### src/rtl/pipeline_ctrl.sv
// pipeline_ctrl: hazard and sequencing control for the 5-stage pipeline.
// Keeps a decoded metadata shadow of the ID/EX/MEM/WB instructions and
// derives stage enables, bubbles/flushes, EX forwarding selects and a
// saturating count of PC-stall cycles. Carries no data values.
module pipeline_ctrl #(
    parameter int CNT_W = 16
) (
    input  logic             clkwire,
    input  logic             rst,
    input  logic [19:0]      if_instr,
    input  logic             if_valid,
    input  logic             branch_taken,
    input  logic             mem_busy,
    output logic             pc_en,
    output logic             ifid_en,
    output logic             ifid_flush,
    output logic             idex_bubble,
    output logic             exmem_en,
    output logic             memwb_bubble,
    output logic [1:0]       fwd_a,
    output logic [1:0]       fwd_b,
    output logic [3:0]       stage_valid,
    output logic [CNT_W-1:0] stall_cnt
);

    typedef struct packed {
        logic       valid;
        logic [3:0] rd;
        logic       wr;
        logic       rd1;
        logic       rd2;
        logic [3:0] rs1;
        logic [3:0] rs2;
        logic       load;
    } shadow_t;

    localparam shadow_t NOP_ENTRY = '0;

    shadow_t id_q, ex_q, mem_q, wb_q;
    logic    load_use;

    // Opcode class -> register read/write/load flags.
    function automatic shadow_t decode(input logic [19:0] instr);
        shadow_t e;
        e       = '0;
        e.valid = 1'b1;
        e.rd    = instr[15:12];
        e.rs1   = instr[11:8];
        e.rs2   = instr[7:4];
        case (instr[19:16])
            4'h0, 4'h7: ;
            4'h3: begin
                e.rd1 = 1'b1;
                e.wr  = 1'b1;
            end
            4'h4: begin
                e.rd1  = 1'b1;
                e.wr   = 1'b1;
                e.load = 1'b1;
            end
            4'h5, 4'h6: begin
                e.rd1 = 1'b1;
                e.rd2 = 1'b1;
            end
            default: begin
                e.rd1 = 1'b1;
                e.rd2 = 1'b1;
                e.wr  = 1'b1;
            end
        endcase
        return e;
    endfunction

    // Forwarding source for one EX operand; a load in MEM never forwards.
    function automatic logic [1:0] fwd_sel(input logic used, input logic [3:0] src,
                                           input shadow_t mem_e, input shadow_t wb_e);
        logic [1:0] sel;
        sel = 2'b00;
        if (used) begin
            if (mem_e.valid && mem_e.wr && !mem_e.load && mem_e.rd == src)
                sel = 2'b01;
            else if (wb_e.valid && wb_e.wr && wb_e.rd == src)
                sel = 2'b10;
        end
        return sel;
    endfunction

    // Hazard detection and stage control, priority mem_busy > branch > load-use.
    always_comb begin
        pc_en        = 1'b1;
        ifid_en      = 1'b1;
        ifid_flush   = 1'b0;
        idex_bubble  = 1'b0;
        exmem_en     = 1'b1;
        memwb_bubble = 1'b0;
        load_use     = ex_q.valid && ex_q.load && ex_q.wr && id_q.valid &&
                       ((id_q.rd1 && id_q.rs1 == ex_q.rd) ||
                        (id_q.rd2 && id_q.rs2 == ex_q.rd));
        if (mem_busy) begin
            pc_en        = 1'b0;
            ifid_en      = 1'b0;
            exmem_en     = 1'b0;
            memwb_bubble = 1'b1;
        end else if (branch_taken) begin
            ifid_flush  = 1'b1;
            idex_bubble = 1'b1;
        end else if (load_use) begin
            pc_en       = 1'b0;
            ifid_en     = 1'b0;
            idex_bubble = 1'b1;
        end
        fwd_a       = fwd_sel(ex_q.rd1, ex_q.rs1, mem_q, wb_q);
        fwd_b       = fwd_sel(ex_q.rd2, ex_q.rs2, mem_q, wb_q);
        stage_valid = {wb_q.valid, mem_q.valid, ex_q.valid, id_q.valid};
    end

    // Shadow registers advance under the same enables as the datapath.
    always_ff @(posedge clkwire or posedge rst) begin
        if (rst) begin
            id_q  <= NOP_ENTRY;
            ex_q  <= NOP_ENTRY;
            mem_q <= NOP_ENTRY;
            wb_q  <= NOP_ENTRY;
        end else begin
            if (ifid_en)
                id_q <= (if_valid && !ifid_flush) ? decode(if_instr) : NOP_ENTRY;
            if (exmem_en) begin
                ex_q  <= idex_bubble ? NOP_ENTRY : id_q;
                mem_q <= ex_q;
            end
            wb_q <= memwb_bubble ? NOP_ENTRY : mem_q;
        end
    end

    // Saturating count of cycles with the PC held.
    always_ff @(posedge clkwire or posedge rst) begin
        if (rst)
            stall_cnt <= '0;
        else if (!pc_en && stall_cnt != '1)
            stall_cnt <= stall_cnt + CNT_W'(1);
    end

endmodule

### config.mk
export PLATFORM = sky130hd
export DESIGN_NAME = pipeline_ctrl
export DESIGN_NICKNAME = d
export VERILOG_FILES = /design/src/rtl/pipeline_ctrl.sv
export SDC_FILE = /design/constraint.sdc
export NUM_CORES = 1
export LEC_CHECK = 0
export ABC_AREA = 1
export CAP_MARGIN = 20
export CORE_UTILIZATION = 42
export DETAILED_ROUTE_END_ITERATION = 8
export PLACE_DENSITY = 0.68
export RECOVER_POWER = 100
export REMOVE_ABC_BUFFERS = 1
export SETUP_SLACK_MARGIN = 0.15
export SLEW_MARGIN = 30
export SYNTH_ARGS = -nofsm -noshare
export SYNTH_HDL_FRONTEND = slang
export SYNTH_SLANG_ARGS = --single-unit
### constraint.sdc
create_clock -name clkwire -period 5.95 [get_ports clkwire]
set_clock_uncertainty 0.15 [all_clocks]
set_input_delay 1.19 -clock clkwire [delete_from_list [all_inputs] [get_ports clkwire]]
set_output_delay 1.19 -clock clkwire [all_outputs]
set_load 0.01 [all_outputs]
==> qor.json, run 1 <==
{
  "dpl.hpwl_um": 4457,
  "final_design_area_no_fill_mm2": 0.003891,
  "worst_slew_margin_rel": -0.3577,
  "p_sw_uw": 276.5,
  "finalWeightedCongestion": 0.7647,
  "internal_power_uw": 711.3,
  "post-cts-setup-buffers": 0,
  "p_leak_uw": 0.001877,
  "fillCellCount": 713,
  "grt_overflow": 0,
  "postCtsResizedCells": 0,
  "clk-insertion-delay-late_ns": 0.34,
  "path_max_fanout": 28,
  "worst_setup_hold_path_clk_slew_ns": 0.06,
  "design.core.area_mm2": 0.007331,
  "postLayoutCoreUtil": 0.5308,
  "clock_sink_count": 63,
  "area_growth_syn_to_layout_pct": 20.59,
  "floorplan.die_area_mm2": 0.008037,
  "antenna_diode_count": 0,
  "final.setup.tns_ns": 0,
  "clockPowerShare": 0.323,
  "finalMaxSlewViolations": 57,
  "hold_viol_final": 0,
  "synthCells": 408,
  "grt_max_degree": 64,
  "cts.path.max_buffers": 2,
  "synthDistinctLibCells": 29,
  "seqCellArea_mm2": 0.001577,
  "floorplan.die.width_um": 89.65,
  "total_power_density_per_cell_area_mw_per_mm2": 253.9,
  "clock_tree.htree_level_count": 3,
  "synthTopCellsByArea": "dfrtp_1 49%, nand2_1 15%, inv_1 6.5%",
  "pin_count": 55,
  "power.switching_fraction": 0.2799,
  "power.combinational.fraction": 0.169,
  "kind_of_start_point_of_the_critical_path": "input port",
  "setup_violations": 0,
  "synth_seq_cells": 63,
  "antenna_found_initial": 0,
  "final.period_utilization": 0.8204,
  "synth_top_cell_area_share": 0.4886,
  "synth_top_area_cell": "dfrtp_1",
  "post_synth_instance_area_mm2": 0.003227,
  "failing_checks": "capacitance limit, slew limit",
  "die_height_um": 89.65,
  "yosysWarningCount": 0,
  "synth_area_per_cell_um2": 7.909,
  "drt_iter0_drc": 117,
  "max-vdd-ir-drop_mv": 0.1456,
  "footprint_of_the_multi_input_gates_mm2": 0.001294,
  "post_dp_cell_area_mm2": 0.003742,
  "layout_setup_ws_ns": 1.069,
  "layout.cells.most_common_list": "128 x nand2_1, 63 x dfrtp_1, 55 x inv_1",
  "worst-endpoint-required_ns": 4.61,
  "via_count_of_the_first_global_routing_pass": 2543,
  "layout.nets": 479,
  "wl_um": 6389,
  "period_minus_slack_ns": 4.881,
  "maxClockFrequency_mhz": 204.9,
  "synth-edff-count": 0,
  "worst_hold_path_type": "reg2reg",
  "timing_worst_slew_pin_value_ns": 2.036,
  "path_class": "in2out",
  "maxCapViolCount": 1,
  "clk_root_buffer_cell": "clkbuf_8",
  "ctsHoldBuffers": 0,
  "route.detailed.wl_per_inst_um": 11.51,
  "drive_gt1_frac": 0.04605,
  "vias": 2644,
  "cp.arrival_ns": 3.54,
  "start_util": 0.4402,
  "grt_first_pass_wirelength_um": 10940,
  "num_rows": 31,
  "unrepaired_setup_endpoints_after_global_routing": "false",
  "tritoncts_buffer_count": 9,
  "vias_per_cell": 4.764,
  "drc": 0,
  "seq_area_frac_synth": 0.4886,
  "p_seq_frac": 0.508,
  "total_global_route_track_usage": 0.1815,
  "outcome": "complete, but fails checks",
  "synthFlopType": "dfrtp_1",
  "drtAntennaViolNets": 0,
  "post-place-ws_ns": 1.744,
  "cts_tree": "done",
  "drtPass1Iterations": 4,
  "hold_depth": 2,
  "critPathCaptureType": "output port",
  "portBuffers": 50,
  "layout.cells.most_common": "nand2_1",
  "timing.reg2reg.worst_path_depth": 12,
  "asyncSetResetFlopFracSynth": 1.000
}
## final cells by class
type	instances	share of cell area
clock buffer	13	0.04084
clock inverter	1	0.001286
inverter	58	0.05595
multi-input combinational	268	0.3325
sequential	63	0.4051
tap	99	0.03183
timing repair buffer	53	0.1325
## critical path: stages
cell	delay, ns
dlygate4sd3_1	0.54
clkbuf_1	0.78
nor2_1	0.24
inv_1	0.16
o21ai_0	0.10
clkdlybuf4s50_1	0.53
## cell families after synthesis
kind of cell / Yosys count / share of synthesized area
XOR/XNOR: 22 / 0.05971
adder cells (fa/ha/maj): 1 / 0.003877
flip-flops: 63 / 0.4886
AO/OA/AOI/OAI: 49 / 0.08181
buffers and inverters: 77 / 0.1082
AND/OR/NAND/NOR: 196 / 0.2579
## metrics by stage
step,instances,hold WS (ns),power (µW)
3_5_place_dp,541,0.3215,688.4
4_1_cts,555,0.3359,1012
3_3_place_gp,541,0.3143,683.2
6_report,555,0.3275,987.9
2_1_floorplan,389,0.2974,605.5
5_1_grt,555,0.3663,1043
## flip-flops by register name (all words and copies together) (netlist names)
signal       count
wb_q             5
stall_cnt       16
mem_q            6
ex_q            16
stage_valid      4
id_q            16
## final timing paths
| path | to | from | slack [ns] |
|---|---|---|---|
| max | idex_bubble | mem_busy | 1.07 |
| min | mem_q[11] | mem_q[11] | 0.33 |
| max reg2reg | stall_cnt[1] | ex_q[13] | 2.23 |
| min reg2reg | mem_q[11] | mem_q[11] | 0.33 |
| max in group asynchronous | stall_cnt[3] | rst | 3.76 |
| min in group asynchronous | stall_cnt[14] | rst | 1.35 |
## Yosys cell counts (all sizes together) (3+ instances only)
master,instances
nand2,128
dfrtp,63
inv,58
o21ai,32
nor2,29
nand3,27
buf,16
xnor2,13
o22ai,12
xor2,9
nor3,5
a21oi,4
clkbuf,3
nand4,3
## power groups by stage
stage                     logic (µW)  registers [µW]  clock network [µW]
after floorplan                 95.8             510                   0
after global routing             190             508                 345
after detailed placement         178             510                   0
after global placement           175             509                   0
final                            167             502                 319
after CTS                        179             503                 330
## routing by layer
metal  GRT usage  vias to the layer above  routed length (µm)
met5           0                        -                   0
met4     0.09380                        0                 131
met3     0.04388                       10                 292
met2      0.3168                       58                3048
met1      0.2068                     1215                2917
li1            -                     1361                   -
No activity file was read; power rests on OpenSTA's default activity.
==> inputs of run 2 (changes only) <==
==> constraint.sdc (replaced) <==
create_clock -name clkwire -period 4.75 [get_ports clkwire]
set_clock_uncertainty 0.15 [all_clocks]
set_input_delay 0.95 -clock clkwire [delete_from_list [all_inputs] [get_ports clkwire]]
set_output_delay 0.95 -clock clkwire [all_outputs]
set_load 0.01 [all_outputs]
==> qor.json, run 2 (synthesis gave the netlist of run 1 again) <==
{
  "antenna_diode_count": 0,
  "critical_path_depth": 3,
  "post_dp_cell_area_mm2": 0.003750,
  "clock_tree.htree_level_count": 3,
  "clock_sink_count": 63,
  "pin_count": 55,
  "ctsHoldBuffers": 0,
  "failing_checks": "capacitance limit, slew limit",
  "worst_hold_path_type": "reg2reg",
  "fillCellCount": 695,
  "max_stage_delay_ns": 0.73,
  "num_rows": 31,
  "grt_overflow": 0,
  "die_height_um": 89.65,
  "design.core.area_mm2": 0.007331,
  "timing.critical_path.cells": "clkdlybuf4s50_1 > clkbuf_1 > dlygate4sd3_1",
  "worst_hold_slack_ns": 0.3346,
  "worst_slew_margin_rel": -0.4021,
  "maxCapViolCount": 2,
  "finalMaxSlewViolations": 99,
  "outcome": "complete, but fails checks",
  "power_uw": 1352,
  "kind_of_start_point_of_the_critical_path": "input port",
  "layout.cells.most_common": "nand2_1",
  "worst-endpoint-required_ns": 3.65,
  "post-place-cells": 542,
  "finalWeightedCongestion": 0.7366,
  "max-vdd-ir-drop_mv": 0.2125,
  "start_util": 0.4402,
  "drtPass1Iterations": 4,
  "critical-path-slowest-cell": "clkbuf_1",
  "drc": 0,
  "tritoncts_buffer_count": 9,
  "cts_tree": "done",
  "path_class": "in2out",
  "worst_setup_hold_path_clk_slew_ns": 0.07,
  "cts.path.max_buffers": 2,
  "total_global_route_track_usage": 0.1850,
  "layout.cells.most_common_list": "127 x nand2_1, 63 x dfrtp_1, 56 x inv_1",
  "wl_um": 6462,
  "grt_first_pass_wirelength_um": 11160,
  "total_power_density_per_cell_area_mw_per_mm2": 341.8,
  "grt_max_degree": 57,
  "footprint_of_the_multi_input_gates_mm2": 0.001301,
  "worst_path_dominant_cell_family": "buffers and inverters",
  "path_max_fanout": 26,
  "final.period_utilization": 0.8591,
  "vias": 2622,
  "period_minus_slack_ns": 4.081,
  "area_growth_syn_to_layout_pct": 22.61,
  "layout.nets": 480,
  "seqCellArea_mm2": 0.001577,
  "number_of_cells_in_the_finished_layout_apart_from_fillers": 558,
  "cp.buffers_inverters": 3,
  "maxClockFrequency_mhz": 245.1,
  "portBuffers": 50,
  "floorplan.die.width_um": 89.65,
  "largestRegisters": "ex_q x16, id_q x16, stall_cnt x16",
  "antenna_found_initial": 0,
  "dpl.hpwl_um": 4667,
  "drt_iter0_drc": 109,
  "via_count_of_the_first_global_routing_pass": 2535,
  "timing_worst_slew_pin_value_ns": 2.103,
  "drtAntennaViolNets": 0,
  "post-cts-setup-buffers": 0,
  "hold_depth": 2,
  "clk_root_buffer_cell": "clkbuf_8",
  "hold_viol_final": 0,
  "cp.arrival_ns": 2.98,
  "drive_gt1_frac": 0.05447,
  "vias_per_cell": 4.699,
  "clk-insertion-delay-late_ns": 0.34,
  "unrepaired_setup_endpoints_after_global_routing": "false",
  "setup_violations": 0,
  "timing.reg2reg.worst_path_depth": 12,
  "route.detailed.wl_per_inst_um": 11.58,
  "final.setup.tns_ns": 0,
  "p_leak_uw": 0.001912,
  "final_design_area_no_fill_mm2": 0.003956,
  "critPathCaptureType": "output port",
  "floorplan.die_area_mm2": 0.008037,
  "postCtsResizedCells": 0
}
run 2: through the flow:
stage | setup slack (ns) | util
final | 0.6694 | 0.5397
after detailed placement | 1.051 | 0.5115
after global placement | 1.049 | 0.5115
after CTS | 1.045 | 0.5417
after floorplan | 1.580 | -
after global routing | 0.5364 | 0.5397
run 2: layout make-up:
cell class | instances | area share
clock buffers | 10 | 0.03479
clock inverters | 6 | 0.02119
inverters | 58 | 0.05503
multi-input cells | 268 | 0.3289
flip-flops and latches | 63 | 0.3985
well taps | 99 | 0.03131
repair buffers | 54 | 0.1303
run 2: where the power goes:
part | switching [µW] | total (µW) | leakage, µW | internal [µW]
Clock | 206 | 514 | 0.000116 | 308
Combinational | 111 | 210 | 0.000946 | 99.0
Sequential | 47.9 | 628 | 0.000850 | 580
Total | 365 | 1350 | 0.00191 | 987
run 2: worst paths after layout:
path | slack [ns] | startpoint | endpoint
max | 0.67 | mem_busy | memwb_bubble
min | 0.33 | id_q[5] | id_q[5]
max reg2reg | 1.44 | ex_q[15] | stall_cnt[5]
min reg2reg | 0.33 | id_q[5] | id_q[5]
max in group asynchronous | 1.25 | rst | id_q[2]
min in group asynchronous | 1.35 | rst | id_q[11]
run 2: routing by layer:
| layer | share of wire | vias to the layer above | GRT usage |
|---|---|---|---|
| met1 | 0.44 | 1193 | 0.2220 |
| met3 | 0.050 | 8 | 0.04205 |
| met2 | 0.49 | 50 | 0.3182 |
| met5 | 0 | - | 0 |
| met4 | 0.018 | 0 | 0.08225 |
| li1 | - | 1371 | - |
run 2: tightest hold or removal path, cell delays in order (launching register included):
cell     delay, ns
dfrtp_1       0.34
nand2_1       0.05
o21ai_0       0.06
==> inputs of run 3 (changes only) <==
--- a/config.mk
+++ b/config.mk
@@ -9,6 +9,7 @@
 export CAP_MARGIN = 20
 export CORE_UTILIZATION = 42
 export DETAILED_ROUTE_END_ITERATION = 8
+export HOLD_SLACK_MARGIN = 0.03
 export PLACE_DENSITY = 0.68
 export RECOVER_POWER = 100
 export REMOVE_ABC_BUFFERS = 1
==> results of run 3 <==
Same layout as run 2: the final DEF is identical, and so are final timing and power.
